--- src/rtl/greet_text_engine.sv ---
// greet_text_engine: multi-row, multi-character text sprite engine.
// During horizontal blanking it fetches the next line's code points from the
// greeting ROM and the matching glyph lines from the font ROM into a staging
// buffer. The staging buffer is copied to the display buffer at end of line,
// and scaled glyph pixels are emitted during the active part of the next line.
module greet_text_engine #(
  parameter int CORDW      = 10,
  parameter int H_RES      = 640,
  parameter int H_RES_FULL = 800,
  parameter int V_RES      = 480,
  parameter int V_RES_FULL = 525,
  parameter int CHARS      = 8,
  parameter int ROWS       = 2,
  parameter int MSGS       = 32,
  parameter int MSG_LEN    = 16,
  parameter int CP_W       = 7,
  parameter int CP_START   = 'h20,
  parameter int GLYPHS     = 64,
  parameter int GLYPH_W    = 8,
  parameter int GLYPH_H    = 8,
  parameter int SCALE_X    = 8,
  parameter int SCALE_Y    = 8,
  parameter int X0         = 64,
  parameter int PITCH_X    = 64,
  parameter int Y0         = 150,
  parameter int PITCH_Y    = 100,
  parameter int MSG_CHG    = 80,
  parameter int LSB        = 0
) (
  input  logic                                 clk,
  input  logic                                 rst,
  input  logic [CORDW-1:0]                     sx,
  input  logic [CORDW-1:0]                     sy,
  input  logic                                 hold,
  input  logic                                 msg_next,
  output logic [$clog2(MSGS*MSG_LEN)-1:0]      greet_addr,
  input  logic [CP_W-1:0]                      greet_data,
  output logic [$clog2(GLYPHS*GLYPH_H)-1:0]    font_addr,
  input  logic [GLYPH_W-1:0]                   font_data,
  output logic [$clog2(MSGS)-1:0]              msg,
  output logic                                 busy,
  output logic                                 pix
);

  localparam int GA_W  = $clog2(MSGS*MSG_LEN);
  localparam int FA_W  = $clog2(GLYPHS*GLYPH_H);
  localparam int MSG_W = $clog2(MSGS);
  localparam int FC_W  = (MSG_CHG > 1) ? $clog2(MSG_CHG) : 1;
  localparam int KW    = $clog2(CHARS + 2);
  localparam int CIW   = (CHARS > 1) ? $clog2(CHARS) : 1;
  localparam int RW    = (ROWS > 1) ? $clog2(ROWS) : 1;
  localparam int GLW   = (GLYPH_H > 1) ? $clog2(GLYPH_H) : 1;
  localparam int GB_W  = (GLYPH_W > 1) ? $clog2(GLYPH_W) : 1;
  localparam int SX_SH = $clog2(SCALE_X);
  localparam int SY_SH = $clog2(SCALE_Y);

  typedef enum logic {IDLE, FETCH} state_t;

  state_t                         state_q, state_d;
  logic [KW-1:0]                  k_q, k_d;
  logic [FC_W-1:0]                fc_q;
  logic [GA_W-1:0]                base_q;
  logic [GLW-1:0]                 gl_q;
  logic                           cp_ok, cp_ok_q;
  logic [CHARS-1:0][GLYPH_W-1:0]  staging, display;
  logic                           disp_valid, fetch_done;

  logic                           line_start, line_end, frame_tick, fc_last, advance;
  int                             ny;
  logic                           row_hit;
  logic [RW-1:0]                  row_sel;
  logic [GLW-1:0]                 gl_sel;
  logic                           px_hit;
  logic [GB_W-1:0]                px_bit;

  assign line_start = (sx == CORDW'(H_RES));
  assign line_end   = (sx == CORDW'(H_RES_FULL - 1));
  assign frame_tick = line_start && (sy == CORDW'(V_RES)) && !hold;
  assign fc_last    = (fc_q == FC_W'(MSG_CHG - 1));
  // A rollover and a msg_next pulse in the same cycle merge into one step.
  assign advance    = (frame_tick && fc_last) || msg_next;

  // Frame counter and message selector.
  // NOTE: sequential state uses non-blocking assignments so every register
  // samples pre-edge values regardless of statement order.
  always_ff @(posedge clk or posedge rst) begin
    if (rst) begin
      fc_q <= '0;
      msg  <= '0;
    end else begin
      if (frame_tick) fc_q <= fc_last ? '0 : fc_q + FC_W'(1);
      if (advance)    msg  <= (msg == MSG_W'(MSGS - 1)) ? '0 : msg + MSG_W'(1);
    end
  end

  // Decode which text row (if any) covers the next line, and its glyph line.
  // NOTE: every variable gets a default before the loop so no latch is inferred.
  always_comb begin
    ny      = (int'(sy) == V_RES_FULL - 1) ? 0 : int'(sy) + 1;
    row_hit = 1'b0;
    row_sel = '0;
    gl_sel  = '0;
    for (int r = 0; r < ROWS; r++) begin
      if (ny >= Y0 + r*PITCH_Y && ny < Y0 + r*PITCH_Y + GLYPH_H*SCALE_Y) begin
        row_hit = 1'b1;
        row_sel = RW'(r);
        gl_sel  = GLW'((ny - (Y0 + r*PITCH_Y)) >>> SY_SH);
      end
    end
  end

  // Fetch FSM state register.
  always_ff @(posedge clk or posedge rst) begin
    if (rst) begin
      state_q <= IDLE;
      k_q     <= '0;
    end else begin
      state_q <= state_d;
      k_q     <= k_d;
    end
  end

  // Fetch FSM next state and ROM address outputs.
  always_comb begin
    state_d    = state_q;
    k_d        = k_q;
    greet_addr = '0;
    font_addr  = '0;
    busy       = (state_q == FETCH);
    cp_ok      = (int'(greet_data) >= CP_START) && (int'(greet_data) < CP_START + GLYPHS);
    case (state_q)
      IDLE: begin
        if (line_start && row_hit) begin
          state_d = FETCH;
          k_d     = '0;
        end
      end
      FETCH: begin
        if (k_q < KW'(CHARS)) greet_addr = base_q + GA_W'(k_q);
        if (k_q >= KW'(1) && k_q <= KW'(CHARS) && cp_ok)
          font_addr = FA_W'((int'(greet_data) - CP_START) * GLYPH_H + int'(gl_q));
        if (k_q == KW'(CHARS + 1)) begin
          state_d = IDLE;
          k_d     = '0;
        end else begin
          k_d = k_q + KW'(1);
        end
      end
      default: state_d = IDLE;
    endcase
  end

  // Fetch datapath: latch line context, fill staging, swap buffers at end of line.
  // NOTE: the glyph buffers are cleared on reset so no stale text can appear
  // before the first complete fetch.
  always_ff @(posedge clk or posedge rst) begin
    if (rst) begin
      base_q     <= '0;
      gl_q       <= '0;
      cp_ok_q    <= 1'b0;
      staging    <= '0;
      display    <= '0;
      disp_valid <= 1'b0;
      fetch_done <= 1'b0;
    end else begin
      if (state_q == IDLE && line_start && row_hit) begin
        // Message is sampled once here so a mid-line change waits for the next fetch.
        base_q <= GA_W'(int'(msg) * MSG_LEN + int'(row_sel) * CHARS);
        gl_q   <= gl_sel;
      end
      if (state_q == FETCH) begin
        cp_ok_q <= cp_ok;
        if (k_q >= KW'(2)) staging[CIW'(k_q - KW'(2))] <= cp_ok_q ? font_data : '0;
        if (k_q == KW'(CHARS + 1)) fetch_done <= 1'b1;
      end
      if (line_end) begin
        display    <= staging;
        disp_valid <= fetch_done;
        fetch_done <= 1'b0;
      end
    end
  end

  // Select the glyph bit under the current sx (at most one character matches).
  always_comb begin
    px_hit = 1'b0;
    px_bit = '0;
    for (int i = 0; i < CHARS; i++) begin
      if (int'(sx) >= X0 + i*PITCH_X && int'(sx) < X0 + i*PITCH_X + GLYPH_W*SCALE_X) begin
        px_bit = GB_W'((int'(sx) - (X0 + i*PITCH_X)) >>> SX_SH);
        if (LSB == 0) px_bit = GB_W'(GLYPH_W - 1) - px_bit;
        px_hit = display[i][px_bit];
      end
    end
  end

  // Registered pixel output, one cycle behind sx/sy.
  always_ff @(posedge clk or posedge rst) begin
    if (rst) pix <= 1'b0;
    else     pix <= disp_valid && (int'(sx) < H_RES) && (int'(sy) < V_RES) && px_hit;
  end

endmodule

--- config.mk ---
export PLATFORM = sky130hd
export DESIGN_NAME = greet_text_engine
export DESIGN_NICKNAME = d
export VERILOG_FILES = /design/src/rtl/greet_text_engine.sv
export SDC_FILE = /design/constraint.sdc
export NUM_CORES = 1
export LEC_CHECK = 0
export BUFFER_PORTS_ARGS = -buffer_cell sky130_fd_sc_hd__buf_2
export CORE_ASPECT_RATIO = 0.6
export CORE_MARGIN = 2
export CORE_UTILIZATION = 40
export DETAILED_ROUTE_END_ITERATION = 12
export SLEW_MARGIN = 15
export SYNTH_ARGS = -nofsm -noshare
export SYNTH_HDL_FRONTEND = slang
export SYNTH_SLANG_ARGS = --single-unit
--- constraint.sdc ---
create_clock -name clk -period 8.5 [get_ports clk]
set_input_delay 0.425 -clock clk [delete_from_list [all_inputs] [get_ports clk]]
set_output_delay 0.425 -clock clk [all_outputs]
set_load 0.05 [all_outputs]
# Word level (Yosys, flattened, before mapping)
# Cells that the tools add are included.
dict set report classes {
  eq_ne 8
  muxes 57
  bitwise 1
  add_sub_neg 27
  n_lt_le_gt_ge 38
  reduce_logical 29
}
# op count
set op_table {}
lappend op_table {{64-bit bitwise mux} 1}
lappend op_table {{10-bit by 9-bit less-than comparator with 1-bit output (second input constant)} 5}
lappend op_table {{6-bit by 1-bit subtractor with 6-bit output (second input constant)} 8}
lappend op_table {{10-bit by 9-bit >= comparator with 1-bit output (second input constant)} 4}
lappend op_table {{3-bit by 4-bit less-than comparator with 1-bit output (second input constant)} 9}
lappend op_table {{9-bit two-way mux} 4}
lappend op_table {{10-bit == test (second input constant)} 3}
lappend op_table {{10-bit less-than comparator (second input constant)} 3}
lappend op_table {{3-bit two-way mux} 10}
lappend op_table {{9-bit by 4-bit adder with 9-bit output} 3}
lappend op_table {{1-bit binary-select mux with 3-bit select} 8}
lappend op_table {{8-bit demux with 3-bit select} 1}
lappend op_table {{1-bit two-way mux} 24}
lappend op_table {{3-bit subtractor (first input constant)} 8}
lappend op_table {{1-bit logical AND} 23}
lappend op_table {{11-bit by 8-bit >= comparator with 1-bit output (second input constant)} 2}
lappend op_table {{10-bit by 8-bit >= comparator with 1-bit output (second input constant)} 2}
lappend op_table {{10-bit by 8-bit less-than comparator with 1-bit output (second input constant)} 2}
lappend op_table {{8-bit two-way mux} 2}
lappend op_table {{6-bit subtractor (second input constant)} 2}
lappend op_table {{10-bit by 1-bit adder with 11-bit output (second input constant)} 1}
lappend op_table {{11-bit by 8-bit less-than comparator with 1-bit output (second input constant)} 1}
lappend op_table {{11-bit by 9-bit less-than comparator with 1-bit output (second input constant)} 1}
lappend op_table {{11-bit two-way mux} 1}
lappend op_table {{29 further kinds} 32}
dict set report word_totals {
  elab_cells 186
  out_inout_bits 25
  input_bits 39
  register_bits 161
}

# Depth between registers and ports, before layout
# Gate-level depths: netlist of run 1.
dict set report logic_depth {
  word_depth 14
  depth_mapped 12
  mapped_depth_nobuf 10
}

# Worst setup path after synthesis of run 1
# No wires, ideal clock.
dict set report synth_path {
  kind {input to register}
  from {input sy[0]}
  to {register base_q[4]}
  arrival_ns 2.632
  path_stages 10
  setup_time_ns 0.125
  required_time_ns 8.375
  path_slack_ns 5.743
  cell_sequence {ha_1 -> nand3_1 -> xor2_1 -> or2_2 -> o31a_1 -> a211o_1 -> buf_6 -> a211o_1 -> buf_6 -> mux2_4}
}
dict set report synth_between {
  elab_chain_len 7
}
# element line_no
set synth_rtl {}
lappend synth_rtl {{from (decl)} 33} ;# input logic [CORDW-1:0] sy,
lappend synth_rtl {{10-bit by 1-bit adder with 11-bit output / 10-bit == test (equally long branches)} 99} ;# ny = (int'(sy) == V_RES_FULL - 1) ? 0 : int'(sy) + 1;
lappend synth_rtl {{11-bit two-way mux (*)} 99}
lappend synth_rtl {{branches (longest 5 deep; another with 11-bit by 8-bit >= comparator with 1-bit output)} --}
lappend synth_rtl {{to (signal assigned)} 168} ;# base_q <= GA_W'(int'(msg) * MSG_LEN + int'(row_sel) * CHARS);
lappend synth_rtl {{to (decl)} 62} ;# logic [GA_W-1:0] base_q;
# Mark *: on every way between the ends.
# A chain may end at the register's enable or synchronous reset.

# Worst setup path after layout of run 1
dict set report layout_path {
  from {input sy[0]}
  to {register base_q[7]}
}
# The elaborated chain is that of the path after synthesis.

==> run_results.csv, run 1 <==
group,metric,value,unit
grt,grt_usage,18.6,%
placement,port_buffers,63,
worst_setup_path,r2r-start,"display[22]$_DFFE_PP0P_",
sta,fin_setup_tns,0,ns
worst_setup_path,path_buf_inv,1,
worst_setup_path,crit_chain,"buf_2 -> ha_1 -> nand3_1 -> xor2_1 -> or2_2 -> o31a_1 -> a211o_1 -> a211o_1 -> mux2_4",
pwr,sw_frac_of_total,27.5,%
sta,fin_crit_sh,32.5,%
pwr,p_switching,0.485,mW
worst_setup_path,cp.arrival,3.07,ns
worst_setup_path,r2r_cells,8,
sta,tightest_slew,0.903,ns
yosys,ys_types,61,
die,dieHeight,110,um
yosys,syn_nets,712,
cells_and_area,area_delta_synth_final,14.4,%
yosys,synth_seq_cells,158,
grt,grt_pass1_wl,28000,um
pwr,p_int,1.28,mW
job,drv_cap,0,
worst_setup_path,slowest_delay,0.45,ns
die,core.rowCount,38,
placement,dp.final_hpwl,12100,um
cells_and_area,antennaDiodeCount,0,
placement,place_inst,937,
yosys,synth_top_area_share,53.1,%
cells_and_area,stdcell_count,969,
yosys,synth_async_sr_flop_share,100,%
yosys,ys.flop_type,"dfrtp_1",
pwr,power_density,207,nW/um^2
clock_network,cts_resized,0,
route,via_per_inst,5.41,
worst_setup_path,cpMaxStageDelayCell,"a211o_1",
worst_setup_path,crit_fanout,10,
pwr,leakagePower,4.05,nW
pwr,clock_power_share,43.0,%
clock_network,postCtsSetupBuffers,0,
pwr,pwr-share-seq,45.9,%
clock_network,holdBufCountCts,0,
sta,maxSlewViolCount,0,
route,vias,5240,
clock_network,cts_buffer_depth,2,
worst_setup_path,end_kind,"register",
cells_and_area,drive_gt1_share,26.9,%
sta,min_period,2.76,ns
die,dieArea,19800,sq um
pwr,combPwrFrac,11.2,%
clock_network,htreeDepth,4,
route,dr.pass1.iters,5,
grt,grt_use_met3,4.17,%
yosys,ys_seq_area_share,53.1,%
sta,hold_ws,0.165,ns
route,drcViolationCount,0,
pwr,vdd_drop_max,0.143,mV
sta,setup_violations,0,
yosys,synth_top_cell_by_area,"dfrtp_1",
worst_setup_path,cpMostUsedCell,"a211o_1",
clock_network,clkSinkCount,158,
sta,finalHoldViolations,0,
worst_setup_path,cp_top_family,"compound AO/OA/AOI/OAI gates",
route,ant_nets,0,
die,initial_core_util,41.0,%
worst_setup_path,crit_required,8.81,ns
grt,grt_max_degree,94,
sta,max_freq,0.362,GHz
yosys,netlist_instances,667,
yosys,synth_edf_count,0,
sta,max-slew-margin-rel,39.8,%
run_status,status,"finished clean",
yosys,ys_warn_count,0,
grt,grt.busiest_layer,"met2",
grt,grt_pass1_vias,5115,
die,io_pins,64,
yosys,avgSynthCellArea,11.2,sq um
clock_network,clock_latency,0.43,ns
die,die_x,180,um
grt,grt_use_met1,27.5,%
route,drt-total-wl,17400,um
grt,grt_antenna_before_repair,1,
yosys,synth_area_leaders,"dfrtp_1 53%, mux2_2 11%, o21ai_0 5.8%",
route,wire_per_inst,18.0,um
placement,globalplace.congestion,0.853,
yosys,synth_area,7440,sq um
route,drt-initial-drc-count,346,
sta,rsz0062_at_grt,"no",
die,core,18200,sq um
worst_setup_path,startpoint_type,"primary input",
clock_network,clkSlewWorstSetupHoldPaths,0.06,ns
cells_and_area,nets,761,
clock_network,cts_tree,"yes",
clock_network,cts_buffers,17,
clock_network,root_buffer,"clkbuf_16",
worst_setup_path,critical_path_class,"primary input to register",
worst_setup_path,rrSetupSlack,6.28,ns
grt,met2_usage,27.5,%
worst_setup_path,timing.rr.end,"pix$_DFF_PP0_",
grt,grt_overflow,0,
sta,skew,0.00972,ns
worst_hold_path,hold_class,"primary input to asynchronous set/reset pin",
-- sequential cells by signal, summed over array words and instances (netlist names) --
name	cells
cp_ok_q	1
pix	1
fetch_done	1
disp_valid	1
k_q	4
fc_q	7
gl_q	3
msg	5
busy	1
staging	64
base_q	6
display	64
-- layer usage --
layer	up-vias	wire (um)
met5	-	0
met4	0	126
met3	12	698
met2	89	7780
met1	2657	8830
li1	2482	-
-- placed cells by master, fill, tap and decap left out, drive strengths merged, types with 5 or more instances in the layout --
cell      Yosys  routed
and3          5       5
nand3        14      14
inv          11      15
nor3         14      14
nand4         6       6
ha            6       6
mux4         14      14
a21oi        10      10
nand2       104     104
and2         20      20
clkinvlp      0       5
o21ai        87      87
buf          12      65
nand2b        6       6
nor2b        14      14
nor4          5       5
mux2i         8       8
xor2          5       5
mux2         75      75
clkbuf       23      17
dfrtp       158     158
nor2         18      18
-- through the flow --
step / setup slack (ns) / total power [mW] / area [sq um] / util (%)
5_1_grt: 5.53 / 1.84 / 8520 / 46.9
3_3_place_gp: 5.40 / 1.01 / 7930 / 43.7
6_report: 5.74 / 1.76 / 8520 / 46.9
3_5_place_dp: 5.33 / 1.02 / 7930 / 43.7
4_1_cts: 5.77 / 1.78 / 8520 / 46.9
2_1_floorplan: 3.81 / 0.950 / 7440 / -
-- synthesized netlist by cell type (all sizes together) (4+ instances only) --
library cell  count
nor2             18
dfrtp           158
xor2              5
nor3             14
mux2i             8
buf              12
nor2b            14
mux2             75
a21oi            10
nand2b            6
nand3            14
inv              11
nand4             6
mux4             14
and3              5
nor4              5
nand2           104
xnor2             4
and2             20
clkbuf           23
o21ai            87
ha                6
-- worst max-delay path by stage --
stage                     slack (ns)                    end   from  cells past startpoint
final                           5.74  base_q[7]$_DFFE_PP0P_  sy[0]                      9
after global placement          5.40  base_q[6]$_DFFE_PP0P_  sy[0]                      9
after floorplan                 3.81  base_q[3]$_DFFE_PP0P_    rst                      1
after global routing            5.53     msg[3]$_DFFE_PP0P_  sx[6]                      9
after CTS                       5.77  base_q[7]$_DFFE_PP0P_  sy[0]                      9
after detailed placement        5.33  base_q[7]$_DFFE_PP0P_  sy[0]                      9
-- final cells by class --
cell class | instances | area, sq um
multi-input combinational | 463 | 3300
fill | 1657 | 9650
timing repair buffer | 65 | 330
clock buffer | 17 | 425
tap | 240 | 300
clock inverter | 15 | 160
inverter | 11 | 46.3
sequential | 158 | 3950
-- cell families after synthesis --
kind of cell | synth area share (%)
AND/OR/NAND/NOR | 14.8
flip-flops | 53.1
AO/OA/AOI/OAI | 10.4
multiplexers | 16.9
buffers and inverters | 2.76
XOR/XNOR | 1.06
adder cells (fa/ha/maj) | 1.01
-- power by group through the flow --
stage               clock network [mW]  registers [mW]  logic (mW)
floorplan                            0           0.841       0.109
global placement                     0           0.820       0.194
detailed placement                   0           0.822       0.198
CTS                              0.777           0.808       0.199
global route                     0.809           0.812       0.217
finish                           0.757           0.808       0.197
No activity file was read; power rests on OpenSTA's default activity.
==> run 2: changes to the inputs <==
--- a/config.mk
+++ b/config.mk
@@ -5,6 +5,7 @@
 export SDC_FILE = /design/constraint.sdc
 export NUM_CORES = 1
 export LEC_CHECK = 0
+export ABC_AREA = 1
 export BUFFER_PORTS_ARGS = -buffer_cell sky130_fd_sc_hd__buf_2
 export CORE_ASPECT_RATIO = 0.6
 export CORE_MARGIN = 2
==> constraint.sdc (replaced) <==
create_clock -name clk -period 2.2 [get_ports clk]
set_input_delay 0.11 -clock clk [delete_from_list [all_inputs] [get_ports clk]]
set_output_delay 0.11 -clock clk [all_outputs]
set_load 0.05 [all_outputs]
==> run 2 against run 1 <==
  * Worst hold slack got worse by 0.14 ns
  * Combinational power rose to 4.4 times the previous value
  * Sequential power grew to 3.9 times the previous value
==> run_results.csv, run 2 <==
group,metric,value,unit
yosys,synth_seq_cells,158,
sta,hold_ws,0.0253,ns
route,drt-total-wl,19200,um
sta,min_period,2.03,ns
yosys,syn_nets,932,
yosys,netlist_instances,887,
pwr,power_density,802,nW/um^2
sta,tightest_slew,0.630,ns
die,initial_core_util,40.5,%
grt,grt_overflow,0,
grt,grt_antenna_before_repair,1,
worst_setup_path,crit_fanout,9,
clock_network,cts_buffers,17,
placement,port_buffers,63,
worst_setup_path,rrSetupSlack,0.49,ns
die,dieArea,20300,sq um
worst_setup_path,crit_required,2.09,ns
run_status,status,"finished clean",
yosys,ys_types,39,
pwr,power,7.26,mW
route,dr.pass1.iters,5,
cells_and_area,reg_top3,"display: 64 flops, staging: 64 flops, fc_q: 7 flops",
clock_network,root_buffer,"clkbuf_16",
sta,max_freq,0.493,GHz
worst_setup_path,end_kind,"primary output",
worst_setup_path,r2r-start,"k_q[1]$_DFFE_PP0P_",
route,vias,6084,
sta,setup_violations,0,
sta,finalHoldViolations,0,
worst_hold_path,hold_class,"primary input to register",
worst_setup_path,timing.rr.end,"staging[49]$_DFFE_PP0P_",
clock_network,clkSinkCount,158,
route,via_per_inst,4.97,
sta,fin_crit_sh,92.1,%
pwr,vdd_drop_max,0.591,mV
clock_network,htreeDepth,4,
yosys,synth_top_cell_by_area,"dfrtp_1",
clock_network,clkSlewWorstSetupHoldPaths,0.07,ns
sta,rsz0062_at_grt,"no",
die,core,18900,sq um
job,drv_cap,0,
worst_setup_path,crit_start,"k_q[1]$_DFFE_PP0P_",
grt,grt_usage,20.3,%
die,io_pins,64,
worst_setup_path,r2r_cells,7,
cells_and_area,mostFrequentLayoutCell,"nand2_1",
grt,grt_pass1_vias,5835,
die,die_x,182,um
yosys,avgSynthCellArea,8.62,sq um
clock_network,postCtsSetupBuffers,0,
sta,maxSlewViolCount,0,
route,drcViolationCount,0,
worst_setup_path,cp.arrival,1.92,ns
worst_setup_path,critical_path_class,"register to primary output",
clock_network,cts_tree,"yes",
sta,skew,0.0137,ns
cells_and_area,regArea,3960,sq um
clock_network,cts_buffer_depth,2,
worst_setup_path,startpoint_type,"register",
yosys,ys_seq_area_share,51.7,%
grt,grt_max_degree,45,
route,ant_nets,0,
yosys,synth_common_cells,"254 x nand2_1, 158 x dfrtp_1, 97 x o21ai_0",
route,drt-initial-drc-count,589,
cells_and_area,area_delta_synth_final,18.3,%
sta,fin_setup_tns,0,ns
cells_and_area,drive_gt1_share,21.6,%
sta,max-slew-margin-rel,57.8,%
die,core.rowCount,39,
yosys,synth_area_leaders,"dfrtp_1 52%, nand2_1 12%, mux2_2 7.2%",
yosys,ys.flop_type,"dfrtp_1",
yosys,synth_edf_count,0,
yosys,synth_async_sr_flop_share,100,%
yosys,synth_area,7640,sq um
cells_and_area,fill_cells,1841,
clock_network,clock_latency,0.43,ns
cells_and_area,layout_common_cells,"254 x nand2_1, 157 x dfrtp_1, 96 x o21ai_0",
yosys,ys_warn_count,0,
yosys,post-synth-top-count-cell,"nand2_1",
cells_and_area,nets,1010,
route,wire_per_inst,15.7,um
placement,dp.final_hpwl,13600,um
placement,globalplace.congestion,0.898,
pwr,leakagePower,4.59,nW
yosys,synth_top_area_share,51.7,%
grt,grt_pass1_wl,31900,um
cells_and_area,multiInputGateArea,3180,sq um
worst_setup_path,worstSetupEndpoint,"font_addr[2]",
die,dieHeight,111,um
==> run 2: critical path, stage by stage, from the launching register on <==
cell and delay [ns]:
dfrtp_1 0.48, nor2_2 0.14, inv_1 0.10, o21ai_2 0.19
nand3_1 0.19, nor2_1 0.12, buf_2 0.27
==> run 2: worst min-delay path by stage <==
stage                       start                 endpoint  slack, ns  depth (start not counted)
floorplan                   sy[9]            pix$_DFF_PP0_       0.28                          3
global placement              rst  staging[40]$_DFFE_PP0P_       0.14                          2
detailed placement            rst  staging[40]$_DFFE_PP0P_       0.15                          2
CTS                 greet_data[5]      cp_ok_q$_DFFE_PP0P_      0.009                          3
global route        greet_data[5]      cp_ok_q$_DFFE_PP0P_       0.05                          3
finish              greet_data[5]      cp_ok_q$_DFFE_PP0P_       0.03                          3
==> run 2: area by class of cell <==
cell class                      count  share of cell area, %
Clock buffer                       21                   5.09
Inverter                           92                   3.86
Multi-Input combinational cell    605                   35.2
Timing Repair Buffer               91                   6.75
Clock inverter                     10                   1.96
Antenna cell                        1                 0.0277
Sequential cell                   158                   43.7
Tap cell                          246                   3.40
==> run 2: through the flow <==
| stage | setup WS, ns | utilization, % | cell area (sq um) | std cells |
|---|---|---|---|---|
| detailed placement | 0.150 | 44.2 | 8350 | 1188 |
| floorplan | 0.0891 | - | 7650 | 887 |
| finish | 0.173 | 47.9 | 9040 | 1224 |
| CTS | 0.0660 | 47.8 | 9020 | 1221 |
| global placement | 0.195 | 44.2 | 8350 | 1188 |
| global route | 0.0543 | 47.9 | 9040 | 1224 |
==> run 2: what timing repair did <==
action                                  in CTS  in global routing
gates resized for setup                      1                  6
hold buffers                                 2                  0
endpoints found under the setup margin       2                  9
cloned                                       0                  1
hold endpoints to repair                    17                  0
pin swaps                                    0                  1
==> run 2: metal layers <==
layer | global-route usage, % | wire length [um] | vias to the layer above | part of all wire (%)
li1 | - | - | 3037 | -
met1 | 32.1 | 10400 | 2917 | 54
met2 | 27.5 | 7730 | 102 | 40
met3 | 3.68 | 706 | 28 | 3.7
met4 | 6.99 | 359 | 0 | 1.9
met5 | 0 | 0 | - | 0
==> run 2: cell families after synthesis <==
group / Yosys count / share of synthesized area (%)
buf+inv: 125 / 6.89
compound gates: 134 / 9.41
simple gates: 407 / 22.8
xor+xnor: 8 / 1.01
fa+ha+maj: 6 / 0.982
mux: 49 / 7.22
flops: 158 / 51.7
==> run 2: power by group <==
| part | internal, mW | switching [mW] |
|---|---|---|
| logic | 0.255 | 0.616 |
| registers | 3.07 | 0.103 |
| clock network | 1.98 | 1.24 |
| total | 5.30 | 1.95 |
